$ cat src/rtl/serial_word_collector.sv
// Collects an LSB-first serial bit stream into WIDTH-bit words behind a single-entry valid/ready register.
// Optional SERIAL_WORD_COLLECTOR_PARITY_EN adds a registered word_parity output.
module serial_word_collector #(
   parameter int WIDTH = 8,
   parameter int CNT_W = $clog2(WIDTH)
) (
   input  logic             clk,
   input  logic             areset,
   input  logic             frame_start,
   input  logic             bit_valid,
   input  logic             bit_in,
   output logic [WIDTH-1:0] word_out,
   output logic             word_valid,
   input  logic             word_ready,
   output logic             overflow,
   input  logic             clr_overflow
`ifdef SERIAL_WORD_COLLECTOR_PARITY_EN
   ,
   output logic             word_parity
`endif
);

   // Only the upper WIDTH-1 bits of the shift register are ever observed:
   // bit 0 is always shifted out before a word completes.
   logic [WIDTH-2:0] shift_q, shift_d;
   logic [CNT_W-1:0] cnt_q, cnt_d;
   logic [WIDTH-1:0] word_q, word_d;
   logic             valid_q, valid_d;
   logic             ovf_q, ovf_d;
   logic [WIDTH-2:0] shift_base;
   logic [CNT_W-1:0] cnt_base;
   logic [WIDTH-1:0] shifted_word;
   logic             complete;
`ifdef SERIAL_WORD_COLLECTOR_PARITY_EN
   logic             parity_q, parity_d;
`endif

   // NOTE: every signal gets a default at the top of always_comb so no path leaves it unassigned (no latches).
   always_comb begin
      shift_base   = frame_start ? '0 : shift_q;
      cnt_base     = frame_start ? '0 : cnt_q;
      shifted_word = {bit_in, shift_base};
      complete     = bit_valid && !frame_start && (cnt_q == CNT_W'(WIDTH - 1));

      shift_d = shift_base;
      cnt_d   = cnt_base;
      word_d  = word_q;
      valid_d = valid_q;
      ovf_d   = clr_overflow ? 1'b0 : ovf_q;
`ifdef SERIAL_WORD_COLLECTOR_PARITY_EN
      parity_d = parity_q;
`endif

      if (bit_valid) begin
         shift_d = shifted_word[WIDTH-1:1];
         cnt_d   = complete ? '0 : cnt_base + CNT_W'(1);
      end

      if (complete) begin
         if (!valid_q || word_ready) begin
            word_d  = shifted_word;
            valid_d = 1'b1;
`ifdef SERIAL_WORD_COLLECTOR_PARITY_EN
            parity_d = ^shifted_word;
`endif
         end else begin
            // Source cannot stall: the new word is lost, the held word survives.
            ovf_d = 1'b1;
         end
      end else if (valid_q && word_ready) begin
         valid_d = 1'b0;
      end
   end

   // NOTE: sequential state uses non-blocking assignments only, so all flops update together at the edge.
   always_ff @(posedge clk or posedge areset) begin
      if (areset) begin
         shift_q <= '0;
         cnt_q   <= '0;
         word_q  <= '0;
         valid_q <= 1'b0;
         ovf_q   <= 1'b0;
      end else begin
         shift_q <= shift_d;
         cnt_q   <= cnt_d;
         word_q  <= word_d;
         valid_q <= valid_d;
         ovf_q   <= ovf_d;
      end
   end

`ifdef SERIAL_WORD_COLLECTOR_PARITY_EN
   always_ff @(posedge clk or posedge areset) begin
      if (areset) parity_q <= 1'b0;
      else        parity_q <= parity_d;
   end

   assign word_parity = parity_q;
`endif

   assign word_out   = word_q;
   assign word_valid = valid_q;
   assign overflow   = ovf_q;

endmodule

$ cat config.mk
export PLATFORM = sky130hd
export DESIGN_NAME = serial_word_collector
export DESIGN_NICKNAME = d
export VERILOG_FILES = /design/src/rtl/serial_word_collector.sv
export SDC_FILE = /design/constraint.sdc
export NUM_CORES = 1
export LEC_CHECK = 0
export ABC_AREA = 1
export BUFFER_PORTS_ARGS = -buffer_cell sky130_fd_sc_hd__buf_2
export CAP_MARGIN = 20
export CORE_UTILIZATION = 57
export DETAILED_ROUTE_END_ITERATION = 7
export GPL_TIMING_DRIVEN = 0
export PLACE_DENSITY = 0.81
export SYNTH_ARGS = -nofsm -noshare
export SYNTH_HDL_FRONTEND = slang
export SYNTH_SLANG_ARGS = --single-unit
$ cat constraint.sdc
create_clock -name clk -period 1.8 [get_ports clk]
set_clock_uncertainty 0.2 [all_clocks]
set_input_delay 0.18 -clock clk [delete_from_list [all_inputs] [get_ports clk]]
set_output_delay 0.18 -clock clk [all_outputs]
set_load 0.02 [all_outputs]
==> summary.md <==
| Metric | Value |
|---|---|
| Status | completed |
| Clk pwr share | 0.264 |
| Routed len/inst | 11.0 um |
| Top Ports | 17 |
| P_int | 0.582 mW |
| Num Clock Sinks | 20 |
| Final nets | 145 |
| Initial detailed-routing violation count | 7 |
| Core area | 1520 sq um |
| Unrepaired setup endpoints after global routing | no |
| Bufs on Longest Clock Path | 2 |
| Critical Path AT | 1.31 ns |
| GPL Wtd Cong | 0.782 |
| # port buffers | 16 |
| Reg clk slew, reported paths | 0.10 ns |
| Critical path peak fanout | 3 |
| GR Util All Layers | 0.222 |
| Logic pwr share | 0.125 |
| Most frequent CP cell | nand2_1 |
| N_diodes | 0 |
| CP Launch Type | register |
| Synth unique cells | 18 |
| Crit Path Category | register to register |
| Fin Setup TNS | 0 ns |
| Synth-to-Final Area Change | 16.1% |
| Final setup violation count | 0 |
| Worst-margin pin slew | 0.722 ns |
| Leakage | 0.650 nW |
| GR Overflow Total | 0 |
| Count of pins over their slew limit | 0 |
| Root buf cell | clkbuf_4 |
| Die width | 42.8 um |
| H-Tree Depth | 1 |
| Number of remaining DRC errors | 0 |
| Die area | 1840 sq um |
| Vias in the first global route | 736 |
| Crit end category | register |
| Critical path, cell by cell | nand2_1 > inv_1 > ha_1 > nand2_1 > o21ai_0 |
| Post-CTS Setup Bufs | 0 |
| Worst EP required | 1.82 ns |
| Final WL | 1.66 mm |
| Die height | 42.8 um |
| Sw Pwr | 0.199 mW |
| Net Sw Frac | 0.255 |
| Drt first pass iters | 4 |
| Antenna violations before repair | 0 |
| Area after DPL | 1050 sq um |
| Max Cap Viol | 0 |
| Synthesized area | 951 sq um |
| Period utilisation layout | 0.715 |
| Routed vias | 767 |
| Hold slack final | 0.0474 ns |
| Initial Utilization | 0.624 |
| Synthesized Nets | 121 |
| Hold WC Path Type | input port to register |
| FF+latch count, synth | 20 |
| Register area share after synthesis | 0.526 |
| Antenna Nets Post-Route | 0 |
| Sequential power share | 0.611 |
| Skew-Pair Late Insertion Delay | 0.29 ns |
| Inserted Clock Buffers | 3 |
| Minimum clock period | 1.29 ns |
| Synthesis Warnings | 0 |
| FP Rows | 14 |
| Max-slew headroom | 0.518 |
| Max stage delay on crit path | 0.40 ns |
| PwrDens | 708 nW/um^2 |
| Final number of hold-violating endpoints | 0 |
| Largest net degree at the start of global routing | 21 |
| CTS tree | built |
| Final HPWL DP | 1.17 mm |
| Maximum VDD drop | 480 uV |
| Vias per cell | 5.08 |
| Final instance area | 1100 sq um |
| Syn Inst Count | 113 |
| First-pass GRT wire length | 3.02 mm |
| Fmax | 777 MHz |
| Share of cells above drive strength 1 | 0.207 |
| Mean area per synthesized cell | 8.42 sq um |
| Critical-path top delay cell | dfrtp_1 |
-- cells in the final DEF, fill, tap and decap left out --
| cell type | count |
|---|---|
| a21oi_1 | 2 |
| dlygate4sd3_1 | 3 |
| ha_1 | 1 |
| buf_2 | 17 |
| nand3b_1 | 1 |
| nand2_4 | 1 |
| inv_1 | 16 |
| xor2_1 | 1 |
| nand2_1 | 41 |
| buf_6 | 3 |
| nor2_4 | 1 |
| nor3_1 | 1 |
| nand3_1 | 9 |
| nand3_2 | 1 |
| nor2_2 | 1 |
| clkbuf_4 | 3 |
| dfrtp_1 | 20 |
| o21ai_0 | 4 |
| nor2_1 | 8 |
| nor2_8 | 1 |
-- registers in the layout (all words and copies together) (netlist names) --
register,flops
cnt_q,3
overflow,1
word_valid,1
shift_q,7
word_out,8
-- timing repair --
action                    4_1_cts  5_1_grt
hold endpoints to repair       23        0
resized for setup               0        0
hold buffers                    3        0
-- cells in the mapped netlist (all sizes together) --
cell | n | share of area
inv | 16 | 0.063
a21oi | 2 | 0.011
nand3 | 10 | 0.058
nand2 | 42 | 0.17
buf | 4 | 0.041
xor2 | 1 | 0.0092
dfrtp | 20 | 0.53
o21ai | 4 | 0.021
nor2 | 11 | 0.071
nand3b | 1 | 0.0079
ha | 1 | 0.013
nor3 | 1 | 0.0053
-- logic make-up (layout without fill, tap and decap cells) --
logic type	Yosys count	after routing	synth area share
AOI/OAI and AO/OA	6	6	0.0316
buffers and inverters	20	42	0.104
xor gates and xnor gates	1	1	0.00921
and+or+nand+nor	65	65	0.316
DFF	20	20	0.526
adders and majority gates	1	1	0.0132
-- final cells by class --
| cell class | instances | area (sq um) |
|---|---|---|
| clock buffers | 3 | 22.5 |
| multi-input cells | 73 | 352 |
| well taps | 16 | 20.0 |
| fillers | 137 | 420 |
| plain buffers | 4 | 38.8 |
| repair buffers | 19 | 110 |
| inverters | 16 | 60.1 |
| flip-flops and latches | 20 | 500 |
-- worst paths after layout --
kind	from	end	slack, ns	cells past startpoint
min reg2reg	word_out[5]	word_out[5]	0.28	2
max reg2reg	cnt_q[0]	cnt_q[1]	0.51	5
min	bit_valid	shift_q[1]	0.05	3
max	cnt_q[0]	cnt_q[1]	0.51	5
max in group asynchronous	areset	shift_q[4]	0.61	3
min in group asynchronous	areset	overflow	0.33	3
-- metal layers --
| layer | part of all wire | track usage |
|---|---|---|
| met1 | 0.46 | 0.291 |
| met4 | 0.023 | 0.113 |
| met5 | 0 | 0 |
| met3 | 0.037 | 0.0255 |
| met2 | 0.48 | 0.361 |
-- critical path, delay by kind of cell, from the launching register on --
family,cells,cell delay (ns)
and+or+nand+nor,2,0.15
buffers and inverters,1,0.05
AOI/OAI and AO/OA,1,0.15
DFF,1,0.40
adders and majority gates,1,0.26
-- per-stage QoR --
stage	cells	power (mW)	util	worst slack, ns
floorplan	113	0.552	-	0.575
global placement	145	0.576	0.690	0.538
detailed placement	145	0.580	0.690	0.492
CTS	151	0.787	0.724	0.496
global route	151	0.813	0.724	0.400
finish	151	0.781	0.724	0.513
-- power by group through the flow --
stage               clock (mW)  sequential [mW]  combinational (mW)
floorplan                    0            0.495              0.0562
global placement             0            0.485              0.0906
detailed placement           0            0.486              0.0937
CTS                      0.211            0.477              0.0990
global route             0.223            0.480               0.111
finish                   0.206            0.477              0.0975
(Power assumes the default switching activity.)
